$ cat config.mk
export PLATFORM = sky130hd
export DESIGN_NAME = int_to_fpu
export DESIGN_NICKNAME = d
export VERILOG_FILES = /design/src/rtl/fpu_pkg.sv /design/src/rtl/int_to_fpu.sv
export SDC_FILE = /design/constraint.sdc
export NUM_CORES = 1
export LEC_CHECK = 0
export CORE_UTILIZATION = 45
export CTS_CLUSTER_SIZE = 12
export DETAILED_ROUTE_END_ITERATION = 6
export GPL_TIMING_DRIVEN = 1
export HOLD_SLACK_MARGIN = 0.05
export PLACE_DENSITY = 0.66
export SLEW_MARGIN = 20
export SYNTH_ARGS = -nofsm -noshare
export SYNTH_HDL_FRONTEND = slang
export SYNTH_SLANG_ARGS = --single-unit
$ cat constraint.sdc
create_clock -name clock100KHz -period 4.2 [get_ports clock100KHz]
set_clock_uncertainty 0.2 [all_clocks]
set_input_delay 1.26 -clock clock100KHz [delete_from_list [all_inputs] [get_ports clock100KHz]]
set_output_delay 1.26 -clock clock100KHz [all_outputs]
set_load 0.01 [all_outputs]
$ cat src/rtl/fpu_pkg.sv
// Shared definitions for the team float format (1 sign, 6 exponent, 25 mantissa, hidden 1).
// Latency: n/a (types and constants only).
// Backpressure: n/a.
package fpu_pkg;

  // Exponent bias of the team float format
  localparam int FP_BIAS = 31;

  // Field widths
  localparam int EXP_W  = 6;
  localparam int MANT_W = 25;

  // Field positions inside the 32-bit word
  localparam int SIGN_POS = 31;
  localparam int EXP_MSB  = 30;
  localparam int EXP_LSB  = 25;
  localparam int MANT_MSB = 24;

  // Result status; OVERFLOW and UNDERFLOW are reserved for the adder and unused by int conversion
  typedef enum logic [1:0] {
    EXACT     = 2'd0,
    INEXACT   = 2'd1,
    OVERFLOW  = 2'd2,
    UNDERFLOW = 2'd3
  } status_t;

endpackage

$ cat src/rtl/int_to_fpu.sv
// Signed 32-bit integer to team float converter, round to nearest / ties to even.
// Latency: N+3 edges from the start-sampling edge to done (N = normalizing shifts), 3 for zero.
// Backpressure: none; start is only sampled in IDLE, starts while busy are dropped.
module int_to_fpu
  import fpu_pkg::*;
#(
  parameter int BIAS = FP_BIAS
) (
  input  logic        clock100KHz,
  input  logic        reset,
  input  logic        start,
  input  logic [31:0] int_in,
  output logic        busy,
  output logic        done,
  output logic [31:0] data_out,
  output logic [3:0]  status_out
);

  typedef enum logic [2:0] {
    IDLE  = 3'd0,
    ABS   = 3'd1,
    NORM  = 3'd2,
    ROUND = 3'd3,
    DONE  = 3'd4
  } state_t;

  // Exponent of a magnitude whose leading one already sits at bit 31
  localparam logic [EXP_W-1:0] EXP_TOP = EXP_W'(BIAS + 31);

  state_t        r_state;
  logic [31:0]   r_int;
  logic [31:0]   r_mag;
  logic [4:0]    r_cnt;
  logic          r_sign;
  logic          r_zero;
  logic          r_zhold;
  logic          r_busy;
  logic          r_done;
  logic [31:0]   r_data;
  status_t       r_status;

  logic              w_guard;
  logic              w_sticky;
  logic              w_inc;
  logic [MANT_W:0]   w_sum;
  logic [EXP_W-1:0]  w_exp;
  logic [MANT_W-1:0] w_mant;

  // Rounding datapath on the normalized magnitude; carry-out renormalizes to the next binade
  always_comb begin
    w_guard  = r_mag[5];
    w_sticky = |r_mag[4:0];
    w_inc    = w_guard & (w_sticky | r_mag[6]);
    w_sum    = {1'b0, r_mag[30:6]} + {{MANT_W{1'b0}}, w_inc};
    w_exp    = EXP_TOP - {1'b0, r_cnt} + {{(EXP_W-1){1'b0}}, w_sum[MANT_W]};
    w_mant   = w_sum[MANT_W] ? '0 : w_sum[MANT_W-1:0];
  end

  // Conversion FSM with registered outputs
  always_ff @(posedge clock100KHz or negedge reset) begin
    if (!reset) begin
      r_state  <= IDLE;
      r_int    <= '0;
      r_mag    <= '0;
      r_cnt    <= '0;
      r_sign   <= 1'b0;
      r_zero   <= 1'b0;
      r_zhold  <= 1'b0;
      r_busy   <= 1'b0;
      r_done   <= 1'b0;
      r_data   <= '0;
      r_status <= EXACT;
    end else begin
      case (r_state)
        IDLE: begin
          if (start) begin
            r_int   <= int_in;
            r_busy  <= 1'b1;
            r_state <= ABS;
          end
        end
        ABS: begin
          // Negating 0x80000000 wraps back to 0x80000000, which is the correct magnitude
          r_sign  <= r_int[31];
          r_mag   <= r_int[31] ? (~r_int + 32'd1) : r_int;
          r_zero  <= (r_int == 32'd0);
          r_zhold <= 1'b0;
          r_cnt   <= '0;
          r_state <= (r_int == 32'd0) ? ROUND : NORM;
        end
        NORM: begin
          if (r_mag[31]) begin
            r_state <= ROUND;
          end else begin
            r_mag <= r_mag << 1;
            r_cnt <= r_cnt + 5'd1;
          end
        end
        ROUND: begin
          if (r_zero) begin
            // Zero skips NORM; one extra ROUND cycle keeps its latency equal to N=0 operands
            if (!r_zhold) begin
              r_zhold <= 1'b1;
            end else begin
              r_data   <= '0;
              r_status <= EXACT;
              r_done   <= 1'b1;
              r_state  <= DONE;
            end
          end else begin
            r_data[SIGN_POS]        <= r_sign;
            r_data[EXP_MSB:EXP_LSB] <= w_exp;
            r_data[MANT_MSB:0]      <= w_mant;
            r_status <= (w_guard | w_sticky) ? INEXACT : EXACT;
            r_done   <= 1'b1;
            r_state  <= DONE;
          end
        end
        DONE: begin
          r_done  <= 1'b0;
          r_busy  <= 1'b0;
          r_zhold <= 1'b0;
          r_state <= IDLE;
        end
        default: begin
          r_done  <= 1'b0;
          r_busy  <= 1'b0;
          r_state <= IDLE;
        end
      endcase
    end
  end

  assign busy       = r_busy;
  assign done       = r_done;
  assign data_out   = r_data;
  assign status_out = {2'b00, r_status};

endmodule

## Word level (Yosys, flattened, before mapping)

Cells that the tools add are included.

| storage, ports and cells | value |
|---|---|
| flip-flop bits (word level) | 111 |
| input port bits | 35 |
| output and inout port bits | 38 |

| operators by class | value |
|---|---|
| add/subtract/negate cells | 5 |
| eq/ne operators | 10 |
| multiplexer cells | 24 |
| bitwise logic cells | 6 |
| reductions and logical operators | 15 |

Operators with widths:

| cell | count |
|---|---|
| 32-bit two-way mux | 4 |
| 32-bit case mux with 2 select lines | 1 |
| 32-bit by 1-bit adder with 32-bit output (second input constant) | 1 |
| 32-bit logical NOT | 1 |
| 32-bit inverter | 1 |
| 25-bit by 1-bit adder with 26-bit output | 1 |
| 25-bit two-way mux | 1 |
| 3-bit two-way mux | 4 |
| 3-bit case mux with 4 select lines | 1 |
| 2-bit AND reduction | 6 |
| 5-bit case mux with 2 select lines | 1 |
| 2-bit != test (second input constant) | 4 |
| 6-bit by 1-bit adder with 6-bit output | 1 |
| 3-bit by 2-bit == test with 1-bit output (second input constant) | 2 |
| 1-bit two-way mux | 6 |
| 1-bit case mux with 2 select lines | 3 |
| 3-bit OR reduction | 2 |
| 6-bit by 5-bit subtractor with 6-bit output (first input constant) | 1 |
| 5-bit by 1-bit adder with 5-bit output (second input constant) | 1 |
| 5-bit two-way mux | 1 |
| 5-bit OR reduction | 1 |
| 2-bit two-way mux | 2 |
| 2-bit nonzero test | 2 |
| 3-bit by 1-bit == test with 1-bit output (second input constant) | 1 |
| 9 further kinds | 11 |

## Longest topological paths before layout

Gate-level depths: netlist of run 1.

| logic depth | value |
|---|---|
| depth in word-level cells | 6 |
| gate-level depth with buffers | 9 |
| mapped depth without buffers | 8 |

## Worst setup path after synthesis of run 1

Ideal clock, no wire load.

| timing | value |
|---|---|
| kind | input port to flip-flop |
| start | input port start |
| end | register r_int[10] |
| setup time | 0.125 ns |
| data arrival time | 2.606 ns |
| required time | 3.875 ns |
| setup slack | 1.269 ns |
| cell stages on the path | 4 |
| buffers on the path | 1 |
| path through | nand2_1 nor3_1 clkbuf_1 mux2_2 |

| on the way | value |
|---|---|
| longest elaborated chain between the ends | 1 |

Ends and longest elaborated chain:

| element | line | source |
|---|---|---|
| start: declaration | int_to_fpu.sv:11 | `input logic start,` |
| 2-bit AND reduction (no source line) | -- |  |
| end signal: assignment | int_to_fpu.sv:77 | `r_int <= int_in;` |
| end: declaration | int_to_fpu.sv:31 | `logic [31:0] r_int;` |

No other way between the ends.
A chain may end at the register's enable or synchronous reset.

## Worst setup path in the final report of run 1

| timing | value |
|---|---|
| start | register r_int[9] |
| end | register r_mag[30] |

| on the way | value |
|---|---|
| longest elaborated chain between the ends | 4 |

Ends and longest elaborated chain:

| element | line | source |
|---|---|---|
| 32-bit inverter | int_to_fpu.sv:85 | `r_mag <= r_int[31] ? (~r_int + 32'd1) : r_int;` |
| 32-bit by 1-bit adder with 32-bit output | int_to_fpu.sv:85 |  |
| 32-bit two-way mux | int_to_fpu.sv:85 |  |
| 32-bit case mux with 2 select lines | int_to_fpu.sv:74 | `case (r_state)` |
| end signal: assignment | int_to_fpu.sv:85 |  |
| end signal: assignment | int_to_fpu.sv:95 | `r_mag <= r_mag << 1;` |
| end: declaration | int_to_fpu.sv:32 | `logic [31:0] r_mag;` |

No other way between the ends.

==> results of run 1 <==
[path summary, 6_finish.rpt]
path / start / to / slack (ns)
max: r_int[9]$_DFFE_PN0P_ / r_mag[30]$_DFFE_PN0P_ / 1.36
min: data_out[11]$_DFFE_PN0P_ / data_out[11]$_DFFE_PN0P_ / 0.28
max reg2reg: r_int[9]$_DFFE_PN0P_ / r_mag[30]$_DFFE_PN0P_ / 1.36
min reg2reg: data_out[11]$_DFFE_PN0P_ / data_out[11]$_DFFE_PN0P_ / 0.28
max in group asynchronous: reset / r_mag[30]$_DFFE_PN0P_ / 2.38
min in group asynchronous: reset / r_int[16]$_DFFE_PN0P_ / 0.66
[registers in the layout, summed over array words and instances, names as in the netlist]
register	flops
r_zero	1
busy	1
r_zhold	1
r_sign	1
done	1
r_state	3
r_status	1
r_cnt	5
r_int	32
data_out	32
r_mag	32
[stage by stage]
step	util [%]	cell area, um^2	power (mW)
after CTS	56.9	6610	5.10
after detailed placement	53.9	6260	4.11
after floorplan	-	5470	3.35
after global routing	56.9	6610	5.46
final	56.9	6610	5.06
after global placement	53.9	6260	4.03
[where the power goes]
part / switching (mW) / internal, mW / leakage [nW] / total, mW
Clock: 0.389 / 0.586 / 0.170 / 0.975
Sequential: 0.614 / 1.54 / 1.37 / 2.16
Combinational: 0.935 / 0.990 / 1.17 / 1.93
Total: 1.94 / 3.12 / 2.71 / 5.06
[cell families (layout without fill, tap and decap cells)]
family,after synthesis,in the layout,synth area share (%)
and+or+nand+nor,159,159,14.0
AOI/OAI and AO/OA,133,133,15.4
muxes,35,35,7.13
buffers and inverters,45,102,3.32
adders and majority gates,5,5,1.15
xor gates and xnor gates,53,53,8.50
other,1,3,0.0687
DFF,110,110,50.4
[cell usage in the layout, fill, tap and decap left out, types with 6 or more instances in the layout]
cell	Yosys	routed
a21oi_1	8	8
a22oi_1	25	25
buf_4	3	8
clkbuf_16	0	9
clkdlybuf4s50_1	0	68
dfrtp_1	110	110
inv_1	9	9
mux2_2	31	31
nand2_1	60	60
nand3_1	19	19
nand4_1	12	12
nor2_1	23	23
nor3_1	7	6
nor4_1	8	8
o21ai_0	66	66
o31ai_1	11	11
o41ai_1	8	8
or3_1	7	7
xnor2_1	14	14
xor2_1	39	39
[routing by layer]
| layer | routed length (um) | vias to the layer above |
|---|---|---|
| met2 | 5320 | 103 |
| met5 | 0 | - |
| met4 | 116 | 0 |
| met3 | 530 | 11 |
| li1 | - | 2052 |
| met1 | 5650 | 2025 |
[area by class of cell]
| cell class | instances | area [um^2] | area share, % |
|---|---|---|---|
| Clock buffer | 9 | 225 | 3.41 |
| Sequential cell | 110 | 2750 | 41.6 |
| Inverter | 9 | 33.8 | 0.511 |
| Clock inverter | 7 | 121 | 1.84 |
| Timing Repair Buffer | 77 | 761 | 11.5 |
| Tap cell | 143 | 179 | 2.71 |
| Multi-Input combinational cell | 388 | 2540 | 38.4 |
[critical path, stage by stage (launching register included)]
cell and delay (ns):
dfrtp_1 0.44, or4_4 0.57, or3_1 0.53, or3_1 0.45, or4_1 0.48, nand3_1 0.09
==> flow_metrics.tcl, run 1 <==
set metrics [dict create \
    status "finished, violations left" \
    violations "DRC" \
    root_buffer "clkbuf_16" \
    start_kind "flip-flop" \
    synth_edf_count 0 \
    vdd_ir_drop_max_v 0.000360 \
    synth_common_cells "dfrtp_1, o21ai_0, nand2_1" \
    cts-resized-gates 0 \
    nFillCells 1017 \
    setup_slack_ns 1.36 \
    numPortBuffers 69 \
    synthCells 541 \
    synth_area_mm2 0.00546 \
    yosysMostFrequentCell "dfrtp_1" \
    p_leak_nw 2.71 \
    die_x_um 112 \
    avgSynthCellArea_um2 10.1 \
    cts_hold_buf 0 \
    placedCellCount 727 \
    worstSetupEndpointType "flip-flop" \
    pre_cts_slack_ns 1.17 \
    die_y_um 112 \
    grt_use_met3_pct 4.05 \
    use_met2_pct 29.9 \
    grt_usage_pct 19.7 \
    grt_pass1_wl_um 20100 \
    synth_seq_cells 110 \
    wl_um 11600 \
    worst_r2r_path_depth 5 \
    gp_congestion 0.807 \
    nets 635 \
    post-route-period-util_pct 67.7 \
    period_needed_ns 2.84 \
    grt_max_degree 77 \
    cp.required_ns 4.28 \
    cts_tree "yes" \
    final.setup.tns_ns 0 \
    cts_buffers 9 \
    hold_ws_ns 0.278 \
    postCtsSetupBuffers 0 \
    tightest_slew_ns 0.917 \
    drv_slew 0 \
    synth_top_area_share_pct 50.4 \
    grt-busiest-layer "met2" \
    max_freq_mhz 352 \
    critPathArrivalTime_ns 2.92 \
    design.die.area_mm2 0.0126 \
    io_pins 73 \
    met1_usage_pct 28.7 \
    ys_types 41 \
    cts_buffer_depth 2 \
    ant_nets 0 \
    drt_iter0_drc 308 \
    cts_sinks 110 \
    vias 4191 \
    holdCritPathClass "flip-flop to flip-flop" \
    drt-pass1-iter-count 7 \
    vias_per_cell 5.64 \
    hold_path_depth 2 \
    fp-row-count 39 \
    htreeDepth 3 \
    rsz0062_at_grt "no" \
    max_slew_margin_pct 38.9 \
    dp.final_hpwl_um 8410 \
    yosysWarnings 0 \
    antenna_cells 0 \
    grt_overflow_total 0 \
    power_density_mw_per_mm2 765 \
    antenna_found_initial 0 \
    drc 5 \
    ys_seq_area_share_pct 50.4 \
    async_flop_share_pct 100 \
    critPathMaxFanout 14 \
    max_cap_violations 0 \
    setup_viol 0 \
    wire_per_inst_um 15.6 \
    yosys.area.top_type "dfrtp_1" \
    synth.area.top_cells "dfrtp_1, mux2_2, xor2_1, o21ai_0, nand2_1" \
    synth_ff_type "dfrtp_1" \
    path_class "flip-flop to flip-flop" \
    hold_viol 0 \
    path_clk_slew_ns 0.07 \
    area_growth_pct 21.1 \
    layout.cells.non_filler 743 \
    fp.coreArea_mm2 0.0116 \
    start_util_pct 47.0 \
    grt_pass1_vias 4045 \
    clk_latency_ns 0.34 \
    drive_above_1_share_pct 10.0 \
]
Power figures use the tool's default switching activity.
==> inputs of run 2 (changes only) <==
--- a/config.mk
+++ b/config.mk
@@ -10,7 +10,7 @@
 export DETAILED_ROUTE_END_ITERATION = 6
 export GPL_TIMING_DRIVEN = 1
 export HOLD_SLACK_MARGIN = 0.05
-export PLACE_DENSITY = 0.66
+export PLACE_DENSITY = 0.69
 export SLEW_MARGIN = 20
 export SYNTH_ARGS = -nofsm -noshare
 export SYNTH_HDL_FRONTEND = slang
==> constraint.sdc (replaced) <==
create_clock -name clock100KHz -period 2.3 [get_ports clock100KHz]
set_clock_uncertainty 0.2 [all_clocks]
set_input_delay 0.69 -clock clock100KHz [delete_from_list [all_inputs] [get_ports clock100KHz]]
set_output_delay 0.69 -clock clock100KHz [all_outputs]
set_load 0.01 [all_outputs]
==> run 2 against run 1 <==
Against the previous run: the run ends with DRC, setup timing left; clock power rose by 54%; maximum frequency up 14%; power up 97%; sequential power is 64% higher; core utilization increased by 6.2 points; non-clock buffer count up 64; sequential share of layout area is 4.1 points lower; cell count increased by 8.6%; final area increased by 11%; first-iteration DRC count fell by 6.2%; critical path type unchanged; critical endpoint unchanged; highest routed layer unchanged.
==> flow_metrics.tcl, run 2 (synthesis gave the netlist of run 1 again) <==
set metrics [dict create \
    seq_area_mm2 0.00275 \
    p_leak_nw 3.13 \
    final_cell_mix "dfrtp_1, clkdlybuf4s50_1, buf_4" \
    met1_usage_pct 31.2 \
    power_frac_seq_pct 35.6 \
    power_density_mw_per_mm2 1360 \
    design.die.area_mm2 0.0126 \
    holdCritPathClass "input port to asynchronous set/reset pin" \
    cts_buffers 9 \
    post-route-util_pct 63.1 \
    critPathArrivalTime_ns 2.57 \
    gp_congestion 0.838 \
    path_clk_slew_ns 0.07 \
    start_util_pct 47.0 \
    start_kind "flip-flop" \
    cts_sinks 110 \
    max_slew_margin_pct 58.3 \
    htreeDepth 3 \
    wire_per_inst_um 16.1 \
    vias 4469 \
    max_cap_violations 0 \
    status "finished, violations left" \
    max_freq_mhz 402 \
    design_area_mm2 0.00733 \
    cts_hold_buf 0 \
    violations "DRC, setup timing" \
    vdd_ir_drop_max_v 0.000636 \
    vias_per_cell 5.54 \
    cp.required_ns 2.38 \
    setup_viol 16 \
    dp.final_hpwl_um 9600 \
    nFillCells 956 \
    grt_pass1_vias 4457 \
    die_x_um 112 \
    drive_above_1_share_pct 22.0 \
    wl_um 13000 \
    io_pins 73 \
    grt-busiest-layer "met2" \
    clkPwrFrac_pct 15.1 \
    grt_use_met3_pct 3.19 \
    tightest_slew_ns 0.619 \
    hold_ws_ns 0.0811 \
    antenna_found_initial 0 \
    switchingPower_mw 3.84 \
    fp-row-count 39 \
    critPathMaxFanout 3 \
    root_buffer "clkbuf_16" \
    switching_share_pct 38.6 \
    drt_iter0_drc 289 \
    setup_slack_ns -0.189 \
    fp.coreArea_mm2 0.0116 \
    cts_tree "yes" \
    drt-pass1-iter-count 7 \
    multi_input_area_mm2 0.00276 \
    rsz0062_at_grt "yes" \
    worstSetupEndpointType "flip-flop" \
    die_y_um 112 \
    dpl_cell_area_mm2 0.00689 \
    antenna_cells 0 \
    area_growth_pct 34.3 \
    p_total_mw 9.96 \
    numPortBuffers 69 \
    grt_pass1_wl_um 22300 \
    internal_power_mw 6.11 \
    grt_max_degree 42 \
    final_common_cell "dfrtp_1" \
    post-route-period-util_pct 108 \
    path_class "flip-flop to flip-flop" \
    grt_overflow_total 0 \
    p_comb_share_pct 49.3 \
    drv_slew 0 \
    cts_buffer_depth 2 \
    hold_viol 0 \
    drc 3 \
    grt_usage_pct 22.2 \
    pre_cts_slack_ns -0.247 \
    ant_nets 0 \
    clk_latency_ns 0.34 \
    nets 699 \
    period_needed_ns 2.49 \
    use_met2_pct 36.4 \
]
## run 2: cell count changes in the layout (fill, tap and decap cells not counted), sizes merged
| cell | change |
|---|---|
| buf | +64 |
| clkbuf | +4 |
| bufinv | -3 |
| clkinv | -1 |
| clkinvlp | +1 |
| inv | -1 |
## run 2: timing repair
item,in CTS,in global routing
endpoints found under the setup margin,18,22
hold endpoints to repair,0,0
pin swaps,3,5
gates resized for setup,14,11
buffers inserted,1,0
## run 2: metal layers
metal / share of wire (%) / vias up
met1: 46 / 2148
li1: - / 2185
met5: 0 / -
met3: 4.8 / 10
met4: 1.0 / 0
met2: 48 / 126
## run 2: area by class of cell
class / count / share of cell area [%]
Clock buffer: 13 / 3.69
Clock inverter: 3 / 0.239
Inverter: 9 / 0.461
Multi-Input combinational cell: 388 / 37.6
Sequential cell: 110 / 37.5
Tap cell: 143 / 2.44
Timing Repair Buffer: 141 / 18.1
## run 2: power groups by stage
stage,Combinational [mW],Clock [mW],Sequential (mW)
2_1_floorplan,2.55,0,3.64
3_3_place_gp,4.60,0,3.50
3_5_place_dp,4.76,0,3.55
4_1_cts,4.86,1.53,3.54
5_1_grt,5.43,1.61,3.67
6_report,4.90,1.50,3.55
## run 2: worst paths after layout
path / slack (ns) / cells past startpoint / to / startpoint
min reg2reg: 0.28 / 2 / data_out[21]$_DFFE_PN0P_ / data_out[21]$_DFFE_PN0P_
min in group clock100KHz: 0.28 / 2 / data_out[21]$_DFFE_PN0P_ / data_out[21]$_DFFE_PN0P_
max: -0.19 / 5 / r_mag[30]$_DFFE_PN0P_ / r_int[11]$_DFFE_PN0P_
min: 0.08 / 1 / r_int[23]$_DFFE_PN0P_ / reset
max reg2reg: -0.19 / 5 / r_mag[30]$_DFFE_PN0P_ / r_int[11]$_DFFE_PN0P_
max in group asynchronous: 1.25 / 2 / r_mag[3]$_DFFE_PN0P_ / reset
## run 2: through the flow
| stage | TNS (ns) | std cells |
|---|---|---|
| after CTS | -0.959 | 807 |
| after floorplan | -0.816 | 543 |
| after detailed placement | -3.16 | 790 |
| final | -1.51 | 807 |
| after global routing | -2.95 | 807 |
| after global placement | -1.71 | 790 |
## run 2: critical path, cell delays in order, from the launching register on
cell,delay [ns]
dfrtp_1,0.39
or4_4,0.54
or3_4,0.41
or3_4,0.37
or4_4,0.43
nand3_2,0.09
